### config.mk
export PLATFORM = sky130hd
export DESIGN_NAME = multicycle_core
export DESIGN_NICKNAME = d
export VERILOG_FILES = /design/src/rtl/multicycle_core_pkg.sv /design/src/rtl/core_regfile.sv /design/src/rtl/multicycle_core.sv
export SDC_FILE = /design/constraint.sdc
export NUM_CORES = 1
export LEC_CHECK = 0
export CAP_MARGIN = 20
export CORE_MARGIN = 10
export CORE_UTILIZATION = 29
export DETAILED_ROUTE_END_ITERATION = 8
export PLACE_DENSITY = 0.57
export SLEW_MARGIN = 20
export SYNTH_ARGS = -nofsm -noshare
export SYNTH_HDL_FRONTEND = slang
export SYNTH_SLANG_ARGS = --single-unit
### constraint.sdc
create_clock -name clk -period 4.77 [get_ports clk]
set_input_delay 0.954 -clock clk [delete_from_list [all_inputs] [get_ports clk]]
set_output_delay 0.954 -clock clk [all_outputs]
set_load 0.05 [all_outputs]
### src/rtl/multicycle_core_pkg.sv
// Shared constants for multicycle_core: opcodes, instruction field positions
// and FSM state encoding.
package multicycle_core_pkg;

   localparam logic [3:0] OP_ADD  = 4'h0;
   localparam logic [3:0] OP_SUB  = 4'h1;
   localparam logic [3:0] OP_AND  = 4'h2;
   localparam logic [3:0] OP_OR   = 4'h3;
   localparam logic [3:0] OP_XOR  = 4'h4;
   localparam logic [3:0] OP_LDI  = 4'h5;
   localparam logic [3:0] OP_LD   = 4'h6;
   localparam logic [3:0] OP_ST   = 4'h7;
   localparam logic [3:0] OP_BZ   = 4'h8;
   localparam logic [3:0] OP_JR   = 4'h9;
   localparam logic [3:0] OP_HALT = 4'hA;

   localparam int OP_HI  = 15;
   localparam int OP_LO  = 12;
   localparam int RD_HI  = 11;
   localparam int RD_LO  = 10;
   localparam int RS1_HI = 9;
   localparam int RS1_LO = 8;
   localparam int RS2_HI = 7;
   localparam int RS2_LO = 6;
   localparam int IMM_HI = 7;
   localparam int IMM_LO = 0;

   localparam logic [1:0] S_FETCH = 2'd0;
   localparam logic [1:0] S_EXEC  = 2'd1;
   localparam logic [1:0] S_MEM   = 2'd2;
   localparam logic [1:0] S_HALT  = 2'd3;

endpackage

### src/rtl/core_regfile.sv
// Four-entry register file: two combinational read ports, one write port.
// With MULTICYCLE_CORE_DEBUG_EN the whole file is also exposed on a flat bus.
module core_regfile #(
   parameter int DW = 16
) (
   input  logic          clk,
   input  logic          rst,
   input  logic          we,
   input  logic [1:0]    waddr,
   input  logic [DW-1:0] wdata,
   input  logic [1:0]    raddr1,
   output logic [DW-1:0] rdata1,
   input  logic [1:0]    raddr2,
   output logic [DW-1:0] rdata2
`ifdef MULTICYCLE_CORE_DEBUG_EN
   ,
   output logic [4*DW-1:0] dump
`endif
);

   logic [DW-1:0] regs [4];

   always_ff @(posedge clk or posedge rst) begin
      if (rst) begin
         for (int i = 0; i < 4; i++) regs[i] <= '0;
      end else if (we) begin
         regs[waddr] <= wdata;
      end
   end

   // Reads see the pre-write value when a write lands in the same cycle.
   assign rdata1 = regs[raddr1];
   assign rdata2 = regs[raddr2];

`ifdef MULTICYCLE_CORE_DEBUG_EN
   for (genvar gi = 0; gi < 4; gi++) begin : g_dump
      assign dump[gi*DW +: DW] = regs[gi];
   end
`endif

endmodule

### src/rtl/multicycle_core.sv
// Multi-cycle 16-bit-ISA core with one shared req/ack memory port.
// Optional debug ports are enabled by defining MULTICYCLE_CORE_DEBUG_EN.
module multicycle_core
   import multicycle_core_pkg::*;
#(
   parameter int            DW       = 16,
   parameter logic [DW-1:0] RESET_PC = '0
) (
   input  logic          clk,
   input  logic          rst,
   output logic          mem_req,
   output logic          mem_we,
   output logic [DW-1:0] mem_addr,
   output logic [DW-1:0] mem_wdata,
   input  logic          mem_ack,
   input  logic [DW-1:0] mem_rdata,
   output logic          halted,
   output logic [DW-1:0] pc
`ifdef MULTICYCLE_CORE_DEBUG_EN
   ,
   output logic [DW-1:0] dbg_reg0,
   output logic [DW-1:0] dbg_reg1,
   output logic [DW-1:0] dbg_reg2,
   output logic [DW-1:0] dbg_reg3,
   output logic [15:0]   dbg_ir,
   output logic          dbg_retire
`endif
);

   localparam logic [DW-1:0] ONE = DW'(1);

   logic [1:0]    state_reg;
   logic [DW-1:0] pc_reg;
   logic [15:0]   ir_reg;
   logic          z_reg;

   logic [3:0]    op;
   logic [1:0]    rd_idx;
   logic [1:0]    rs1_idx;
   logic [1:0]    rs2_idx;
   logic [DW-1:0] imm_ext;
   logic [DW-1:0] rs1_val;
   logic [DW-1:0] rs2_val;
   logic [DW-1:0] pc_inc;
   logic [DW-1:0] alu_result;
   logic [DW-1:0] exec_pc_next;
   logic          is_alu;
   logic          xfer_done;
   logic          rf_we;
   logic [DW-1:0] rf_wdata;

   assign op      = ir_reg[OP_HI:OP_LO];
   assign rd_idx  = ir_reg[RD_HI:RD_LO];
   assign rs1_idx = ir_reg[RS1_HI:RS1_LO];
   assign rs2_idx = ir_reg[RS2_HI:RS2_LO];
   assign imm_ext = {{(DW-8){ir_reg[IMM_HI]}}, ir_reg[IMM_HI:IMM_LO]};
   assign pc_inc  = pc_reg + ONE;
   assign is_alu  = (op <= OP_XOR);

   assign xfer_done = mem_req && mem_ack;
   assign halted    = (state_reg == S_HALT);
   assign pc        = pc_reg;

   always_comb begin
      alu_result = '0;
      case (op)
         OP_ADD:  alu_result = rs1_val + rs2_val;
         OP_SUB:  alu_result = rs1_val - rs2_val;
         OP_AND:  alu_result = rs1_val & rs2_val;
         OP_OR:   alu_result = rs1_val | rs2_val;
         OP_XOR:  alu_result = rs1_val ^ rs2_val;
         default: alu_result = '0;
      endcase
   end

   // Next PC for instructions that finish in EXEC; Z is the value from
   // before this instruction since only ALU ops write it.
   always_comb begin
      exec_pc_next = pc_inc;
      case (op)
         OP_BZ:   exec_pc_next = z_reg ? (pc_reg + imm_ext) : pc_inc;
         OP_JR:   exec_pc_next = rs1_val;
         default: exec_pc_next = pc_inc;
      endcase
   end

   always_comb begin
      rf_we    = 1'b0;
      rf_wdata = alu_result;
      if (state_reg == S_EXEC && (is_alu || op == OP_LDI)) begin
         rf_we    = 1'b1;
         rf_wdata = (op == OP_LDI) ? imm_ext : alu_result;
      end else if (state_reg == S_MEM && xfer_done && op == OP_LD) begin
         rf_we    = 1'b1;
         rf_wdata = mem_rdata;
      end
   end

   core_regfile #(
      .DW(DW)
   ) u_regfile (
      .clk    (clk),
      .rst    (rst),
      .we     (rf_we),
      .waddr  (rd_idx),
      .wdata  (rf_wdata),
      .raddr1 (rs1_idx),
      .rdata1 (rs1_val),
      .raddr2 (rs2_idx),
      .rdata2 (rs2_val)
`ifdef MULTICYCLE_CORE_DEBUG_EN
      ,
      .dump   ({dbg_reg3, dbg_reg2, dbg_reg1, dbg_reg0})
`endif
   );

   // Requests are raised on the state transition, so a zero-wait fetch
   // completes in the first FETCH cycle (except the one just after reset).
   always_ff @(posedge clk or posedge rst) begin
      if (rst) begin
         state_reg <= S_FETCH;
         pc_reg    <= RESET_PC;
         ir_reg    <= '0;
         z_reg     <= 1'b0;
         mem_req   <= 1'b0;
         mem_we    <= 1'b0;
         mem_addr  <= '0;
         mem_wdata <= '0;
      end else begin
         case (state_reg)
            S_FETCH: begin
               if (!mem_req) begin
                  mem_req  <= 1'b1;
                  mem_we   <= 1'b0;
                  mem_addr <= pc_reg;
               end else if (mem_ack) begin
                  ir_reg    <= mem_rdata[15:0];
                  mem_req   <= 1'b0;
                  state_reg <= S_EXEC;
               end
            end
            S_EXEC: begin
               case (op)
                  OP_LD, OP_ST: begin
                     mem_req  <= 1'b1;
                     mem_we   <= (op == OP_ST);
                     mem_addr <= rs1_val;
                     if (op == OP_ST) mem_wdata <= rs2_val;
                     state_reg <= S_MEM;
                  end
                  OP_HALT: begin
                     state_reg <= S_HALT;
                  end
                  default: begin
                     if (is_alu) z_reg <= (alu_result == '0);
                     pc_reg    <= exec_pc_next;
                     mem_req   <= 1'b1;
                     mem_we    <= 1'b0;
                     mem_addr  <= exec_pc_next;
                     state_reg <= S_FETCH;
                  end
               endcase
            end
            S_MEM: begin
               if (xfer_done) begin
                  pc_reg    <= pc_inc;
                  mem_req   <= 1'b1;
                  mem_we    <= 1'b0;
                  mem_addr  <= pc_inc;
                  state_reg <= S_FETCH;
               end
            end
            default: begin
               mem_req <= 1'b0;
            end
         endcase
      end
   end

`ifdef MULTICYCLE_CORE_DEBUG_EN
   assign dbg_ir     = ir_reg;
   assign dbg_retire = (state_reg == S_EXEC && op != OP_LD && op != OP_ST) ||
                       (state_reg == S_MEM && xfer_done);
`endif

endmodule

==> results.yml, run 1 <==
route:
  drt-total-wl_um: 34500
  post_drt_via_cell_ratio: 5.54
  detail-route-antenna-nets: 0
  firstDrtPassIters: 5
  wl_per_cell_um: 20.9
  num_vias: 9147
  drc: 0
  drtIter0Drc: 818
sta:
  fin_crit_ps: 4480
  worstMarginPinSlew_ps: 924
  fin_crit_sh: 0.940
  tns_ps: 0
  slew_headroom: 0.383
  hold_viol: 0
  rsz0062_at_grt: "no"
  timing.fmax_mhz: 223
  setup_viol: 0
  finClkSkew_ps: 12.4
  maxSlewViolCount: 0
global_routing:
  grt_overflow: 0
  grt.total_usage: 0.157
  grt_pass1_vias: 8928
  grt_max_degree: 78
  grt_antenna_before_repair: 0
  grt_pass1_wl_um: 53600
hold_path:
  whs_endpoint: "mem_wdata[7]"
  holdPathStages: 2
  worstHoldPathType: "register to register"
  min_from: "mem_wdata[7]"
status:
  outcome: "completed"
setup_path:
  cp.arrival_ps: 4860
  cp.required_ps: 5150
  crit_type: "register to register"
  cp-end-kind: "register"
  critPathMaxFanout: 5
  startpoint_type: "register"
  r2r_slack_ps: 290
  rr_endpoint: "u_regfile.regs[53]"
  r2r-start: "ir_reg[6]"
  r2r_cells: 15
cts:
  max-clock-path-buffers: 2
  clock-sinks: 133
  clk_pin_slew_worst_paths_ps: 60
  cts_buffers: 17
  h-tree-depth: 4
  ctsRootBufferMaster: "clkbuf_16"
  post_cts_buffers: 0
  clock_latency_ps: 450
  cts_tree: "built"
floorplanning:
  die_w_um: 207
  fp-row-count: 68
  die-area_um2: 42900
  initial_core_util: 0.294
  io_pins: 70
  core-area_um2: 34500
  fp.dieH_um: 207
logic_synthesis:
  synth_ff_type: "dfrtp_1"
  synth_area_um2: 10100
  synth_fp_nets: 1228
  synth_edf_count: 0
  synth.yosys.seq_area_share: 0.328
  ys_types: 74
  ys_seq_elements: 133
  postSynthAreaPerCell_um2: 8.91
  async_reset_ff_frac: 1.00
  synthCells: 1139
  ys.warnings.count: 0
layout:
  antennaDiodeCount: 0
  fill_cells: 3592
  largest_reg_flops: 64
  drive_gt1_frac: 0.123
  final_cell_mix: "nand2_1, dfrtp_1, o21ai_0"
  final_common_cell: "nand2_1"
  seq_area_um2: 3330
  fin_nets: 1271
  multiInputGateArea_um2: 6350
  syn_to_final_growth_pct: 18.2
  layout.core_utilization: 0.347
  largest-register: "u_regfile.regs"
job:
  maxCapViolations: 0
place:
  gp_congestion: 0.930
  io_buffer_count: 69
  hpwl_um: 26500
[critical path, cell delays in order (launching register included)]
cell      delay, ps
dfrtp_2         420
buf_4           180
mux4_2          610
o31ai_2         340
buf_4           200
xnor2_1         120
ha_1            290
o21a_1          120
o31a_1          160
o21ai_0         170
nand2b_1         90
xnor2_1         120
o21ai_0         700
mux2i_1         180
a21oi_1         480
mux2_2          250
[metal layers]
metal,vias up,global-route usage,wire length [um]
met4,0,0.0715,1180
met1,4487,0.206,15300
met2,337,0.245,15800
met5,-,0,0
met3,59,0.0292,2330
li1,4264,-,-
[Yosys cell counts (4+ instances only)]
cell type / n / share of area
and2_1: 9 / 0.0055
dfrtp_1: 133 / 0.33
a211o_1: 7 / 0.0060
a211oi_1: 12 / 0.0089
a22oi_1: 16 / 0.012
o21a_1: 7 / 0.0052
o21ai_0: 116 / 0.057
a21o_1: 11 / 0.0081
nor3_1: 14 / 0.0069
nand2_1: 141 / 0.052
buf_2: 6 / 0.0030
mux2_2: 33 / 0.037
nor2b_1: 17 / 0.010
or3_1: 5 / 0.0031
mux2i_1: 8 / 0.0079
nand3_1: 20 / 0.0099
inv_1: 55 / 0.020
o21bai_1: 6 / 0.0044
xnor2_1: 36 / 0.031
nor4_1: 5 / 0.0031
o211ai_1: 8 / 0.0059
nor2_1: 73 / 0.027
o221ai_1: 9 / 0.0078
a21oi_1: 73 / 0.036
nand4_1: 5 / 0.0031
and3_1: 12 / 0.0074
a221oi_1: 11 / 0.0095
mux4_2: 32 / 0.071
o22ai_1: 14 / 0.0086
buf_1: 5 / 0.0018
a31oi_1: 14 / 0.0086
and4_1: 4 / 0.0035
ha_1: 68 / 0.084
o31ai_1: 5 / 0.0037
a31o_2: 4 / 0.0035
a22o_1: 5 / 0.0043
xor2_1: 11 / 0.0095
nand2b_1: 14 / 0.0086
clkbuf_1: 57 / 0.021
[worst max path at each step]
stage                   start                  to  slack (ps)  depth (start not counted)
finish              ir_reg[6]  u_regfile.regs[53]         290                         15
global route        ir_reg[6]  u_regfile.regs[61]          20                         16
CTS                 ir_reg[6]  u_regfile.regs[45]         180                         16
detailed placement  ir_reg[6]  u_regfile.regs[45]         190                         16
global placement    ir_reg[6]  u_regfile.regs[13]         300                         16
floorplan                 rst           ir_reg[0]         260                          1
[final cells by class]
class	instances	area share
Clock inverter	15	0.0170
Multi-Input combinational cell	880	0.529
Tap cell	455	0.0475
Clock buffer	17	0.0355
Sequential cell	133	0.278
Timing Repair Buffer	94	0.0749
Inverter	56	0.0179
[per-stage QoR]
stage                     cells  setup slack [ps]  instance area [um2]  hold slack [ps]
after CTS                  1650               179                12000              489
after detailed placement   1618               194                11300              475
after floorplan            1139               262                10100              460
final                      1650               287                12000              479
after global routing       1650              16.2                12000              514
after global placement     1617               303                11300              465
[cells by family (layout without fill, tap and decap cells)]
logic type,Yosys count,after routing,synth area share
multiplexers,73,73,0.116
buffers and inverters,126,182,0.0488
adder cells (fa/ha/maj),70,70,0.0878
XOR/XNOR,47,47,0.0406
flip-flops,133,133,0.328
AO/OA/AOI/OAI,354,354,0.224
AND/OR/NAND/NOR,336,336,0.155
[what timing repair did]
action                     4_1_cts  5_1_grt
hold buffers                     0        0
gates resized for setup          0        5
setup endpoints to repair        0       12
Power of run 1 is left out: the tool's default activity adds up to more than one toggle a clock period on the data nets, which glitch-free logic cannot reach.
==> run 2, diff against run 1 <==
--- a/config.mk
+++ b/config.mk
@@ -9,7 +9,7 @@
 export CORE_MARGIN = 10
 export CORE_UTILIZATION = 29
 export DETAILED_ROUTE_END_ITERATION = 8
-export PLACE_DENSITY = 0.57
+export PLACE_DENSITY = 0.56
 export SLEW_MARGIN = 20
 export SYNTH_ARGS = -nofsm -noshare
 export SYNTH_HDL_FRONTEND = slang
==> run 2 against run 1 <==
Net effect:
- hold slack is essentially flat
- critical path depth up 1
- register-to-register slack worse by 60 ps
- global-route usage grew 0.48 points
- sequential cell count unchanged
- utilization decreased by 0.083 points
- count of clock-buffer cells in the layout up 1
- sequential share of layout area up 0.056 points
- setup slack got worse by 61 ps
- wire length increased by 3.2%
- first-iteration DRC count rose by 9.4%
==> results.yml, run 2 (synthesis results as in run 1) <==
status:
  outcome: "completed"
place:
  dp_cells: 1619
  io_buffer_count: 69
  gp_congestion: 0.912
  hpwl_um: 27100
  dpl_cell_area_um2: 11300
layout:
  multiInputGateArea_um2: 6360
  largest_reg_flops: 64
  seq_area_um2: 3330
  antennaDiodeCount: 0
  drive_gt1_frac: 0.123
  final_cell_mix: "nand2_1, dfrtp_1, o21ai_0"
  largest-register: "u_regfile.regs"
  fin_nets: 1272
  design_area_um2: 12000
  stdcell_count: 1651
  fill_cells: 3590
  final_common_cell: "nand2_1"
  syn_to_final_growth_pct: 17.9
route:
  met3_length_um: 2120
  top_layer: "met4"
  num_vias: 9211
  detail-route-antenna-nets: 0
  drc: 0
  drt-total-wl_um: 35700
  dr_wl_met2_um: 16800
  wl_per_cell_um: 21.6
  drtIter0Drc: 895
  post_drt_via_cell_ratio: 5.58
  firstDrtPassIters: 6
  wl_met1_um: 15900
global_routing:
  grt_pass1_vias: 8898
  grt_max_degree: 81
  grt_overflow: 0
  grt_antenna_before_repair: 0
  grt.total_usage: 0.162
  grt_pass1_wl_um: 54600
cts:
  cts.repair.resized: 0
  cts_tree: "built"
  clk_pin_slew_worst_paths_ps: 60
  cts_buffers: 17
  hold_buffers: 0
  clock_latency_ps: 460
  clock-sinks: 133
  ctsRootBufferMaster: "clkbuf_16"
  h-tree-depth: 4
  max-clock-path-buffers: 2
  post_cts_buffers: 0
setup_path:
  critPathMaxFanout: 5
  r2r_cells: 16
  cp.arrival_ps: 4890
  cp.required_ps: 5110
  r2r_slack_ps: 230
  crit_type: "register to register"
  startpoint: "ir_reg[6]"
  r2r-start: "ir_reg[6]"
  rr_endpoint: "u_regfile.regs[61]"
  startpoint_type: "register"
  critPathCapture: "u_regfile.regs[61]"
  cp-end-kind: "register"
sta:
  setup_viol: 0
  hold_viol: 0
  timing.fmax_mhz: 220
  fin_crit_ps: 4540
  slew_headroom: 0.205
  worstMarginPinSlew_ps: 1190
  finClkSkew_ps: 17.8
  fin_crit_sh: 0.953
  rsz0062_at_grt: "no"
  tns_ps: 0
  maxSlewViolCount: 0
floorplanning:
  initial_core_util: 0.294
  die_w_um: 207
  fp.dieH_um: 207
  core-area_um2: 34500
  fp-row-count: 68
  die-area_um2: 42900
  io_pins: 70
hold_path:
  holdPathStages: 2
  worstHoldPathType: "register to register"
job:
  maxCapViolations: 0
[run 2: cell types whose count changed in the layout (fill, tap and decap cells not counted), sizes merged]
cell,before,now
buf,25,26
clkinv,6,7
clkinvlp,4,0
clkbuf,17,18
inv,57,61
bufinv,4,2
[run 2: layout make-up]
cell class | count | share of cell area
multi-input cells | 880 | 0.532
flip-flops and latches | 133 | 0.278
repair buffers | 95 | 0.0741
well taps | 455 | 0.0476
clock buffers | 18 | 0.0367
inverters | 56 | 0.0180
clock inverters | 14 | 0.0137
[run 2: how the worst min path moves through the flow]
| stage | from | to | slack (ps) |
|---|---|---|---|
| after global placement | mem_wdata[7] | mem_wdata[7] | 460 |
| after floorplan | u_regfile.regs[29] | u_regfile.regs[29] | 460 |
| final | mem_wdata[2] | mem_wdata[2] | 480 |
| after detailed placement | mem_addr[2] | mem_addr[2] | 470 |
| after CTS | mem_addr[2] | mem_addr[2] | 490 |
| after global routing | u_regfile.regs[29] | u_regfile.regs[29] | 510 |
[run 2: metrics by stage]
step / hold slack, ps / setup WS, ps / util
3_5_place_dp: 474 / 206 / 0.328
6_report: 479 / 226 / 0.346
2_1_floorplan: 460 / 262 / -
4_1_cts: 489 / 162 / 0.346
3_3_place_gp: 464 / 288 / 0.328
5_1_grt: 512 / 33.1 / 0.346
[run 2: worst max-delay path, cell delays in order (launching register included)]
cell and delay (ps):
dfrtp_1 410, mux4_2 580, inv_1 150, ha_1 170
nor2b_1 230, a31oi_1 130, xnor2_1 150, ha_1 350
a21o_1 230, or3_1 340, o211ai_2 180, a31oi_1 190
o21a_1 240, or4_1 430, a21oi_2 220, a2111oi_4 110
o41ai_2 310
[run 2: metal layers]
| metal | track usage | vias up |
|---|---|---|
| met5 | 0 | - |
| met1 | 0.211 | 4551 |
| li1 | - | 4264 |
| met3 | 0.0293 | 52 |
| met4 | 0.0615 | 0 |
| met2 | 0.260 | 344 |
Power of run 2 is left out for the same reason.
==> run 3, diff against run 2 <==
--- a/config.mk
+++ b/config.mk
@@ -6,6 +6,7 @@
 export NUM_CORES = 1
 export LEC_CHECK = 0
 export CAP_MARGIN = 20
+export CORE_ASPECT_RATIO = 0.9
 export CORE_MARGIN = 10
 export CORE_UTILIZATION = 29
 export DETAILED_ROUTE_END_ITERATION = 8
==> run 3 against run 2 <==
Net effect:
- die area is essentially flat
- design area is essentially flat
- utilization grew 0.30 points
- register-to-register slack is essentially flat
- fmax grew 0.30%
- via count shrank 0.22%
- critical path type unchanged
- hold slack lost 3.6 ps
- critical endpoint unchanged
==> results.yml, run 3 (synthesis results as in run 1) <==
route:
  firstDrtPassIters: 5
  post_drt_via_cell_ratio: 5.54
  drt-total-wl_um: 35000
  num_vias: 9191
  drtIter0Drc: 917
  detail-route-antenna-nets: 0
  drc: 0
  wl_per_cell_um: 21.1
status:
  outcome: "completed"
layout:
  final_common_cell: "nand2_1"
  syn_to_final_growth_pct: 18.0
  drive_gt1_frac: 0.125
  antennaDiodeCount: 0
  fin_nets: 1274
  final_cell_mix: "nand2_1, dfrtp_1, o21ai_0"
  largest_reg_flops: 64
  largest-register: "u_regfile.regs"
setup_path:
  cp_slowest_cell: "mux4_2"
  r2r_cells: 16
  crit_type: "register to register"
  r2r_slack_ps: 240
  critPathMaxFanout: 5
  rr_endpoint: "u_regfile.regs[61]"
  startpoint_type: "register"
  worstPathCellList: "mux4_2 -> inv_1 -> ha_1 -> nor2b_2 -> a31oi_1 -> xnor2_1 -> ha_1 -> a21o_1 -> or3_1 -> o211ai_2 -> a31oi_1 -> o21a_1 -> or4_1 -> a21oi_2 -> a2111oi_4 -> o41ai_2"
  r2r-start: "ir_reg[6]"
  cp.required_ps: 5110
  cp-end-kind: "register"
  cp.arrival_ps: 4870
  critPathMaxStageDelay_ps: 600
cts:
  hold_buffers: 0
  clock_latency_ps: 440
  cts.repair.resized: 0
  clk_pin_slew_worst_paths_ps: 60
  ctsRootBufferMaster: "clkbuf_16"
  clock-sinks: 133
  cts_tree: "built"
  cts_buffers: 17
  max-clock-path-buffers: 2
  post_cts_buffers: 0
  h-tree-depth: 4
global_routing:
  grt_antenna_before_repair: 0
  grt_overflow: 0
  grt_pass1_vias: 8929
  grt_pass1_wl_um: 53700
  grt.total_usage: 0.161
  grt_max_degree: 82
floorplanning:
  core-area_um2: 34300
  io_pins: 70
  initial_core_util: 0.296
  fp.dieH_um: 197
  die_w_um: 217
  die-area_um2: 42900
  fp-row-count: 64
hold_path:
  worstHoldPathType: "register to register"
  min_from: "mem_wdata[11]"
  holdPathStages: 2
  whs_endpoint: "mem_wdata[11]"
sta:
  setup_viol: 0
  timing.fmax_mhz: 221
  finClkSkew_ps: 10.1
  tns_ps: 0
  worstMarginPinSlew_ps: 1080
  rsz0062_at_grt: "no"
  slew_headroom: 0.277
  fin_crit_sh: 0.950
  fin_crit_ps: 4530
  maxSlewViolCount: 0
  hold_viol: 0
place:
  io_buffer_count: 69
  hpwl_um: 26400
  gp_congestion: 0.898
job:
  maxCapViolations: 0
run 3: critical path, delay by kind of cell, from the launching register on:
kind	cells	cell delay, ps
flops	1	440
xor+xnor	1	150
compound gates	8	1560
buf+inv	1	170
fa+ha+maj	2	530
simple gates	3	980
mux	1	600
run 3: worst max path at each step:
stage                         start            endpoint  cells after the start
after global routing      ir_reg[6]  u_regfile.regs[13]                     16
after CTS                 ir_reg[6]  u_regfile.regs[13]                     16
after detailed placement  ir_reg[6]  u_regfile.regs[13]                     16
after floorplan                 rst           ir_reg[0]                      1
final                     ir_reg[6]  u_regfile.regs[61]                     16
after global placement    ir_reg[6]  u_regfile.regs[45]                     16
run 3: area by class of cell:
class	count	area, um2
fillers	3573	22300
multi-input cells	880	6360
flip-flops and latches	133	3330
repair buffers	97	921
well taps	462	578
clock buffers	19	443
inverters	56	215
clock inverters	13	124
run 3: metal layers:
layer  part of all wire  track usage
met1               0.47        0.228
met2               0.44        0.242
met3              0.065       0.0225
met4              0.026       0.0592
met5                  0            0
run 3: stage by stage:
| step | util | instances | area [um2] | hold WS [ps] | worst slack (ps) |
|---|---|---|---|---|---|
| after CTS | 0.348 | 1660 | 11900 | 486 | 165 |
| after global routing | 0.349 | 1660 | 12000 | 524 | 31.6 |
| after floorplan | - | 1139 | 10100 | 460 | 262 |
| final | 0.349 | 1660 | 12000 | 475 | 240 |
| after detailed placement | 0.332 | 1628 | 11400 | 471 | 183 |
| after global placement | 0.331 | 1627 | 11400 | 467 | 254 |
Power of run 3 is left out for the same reason.
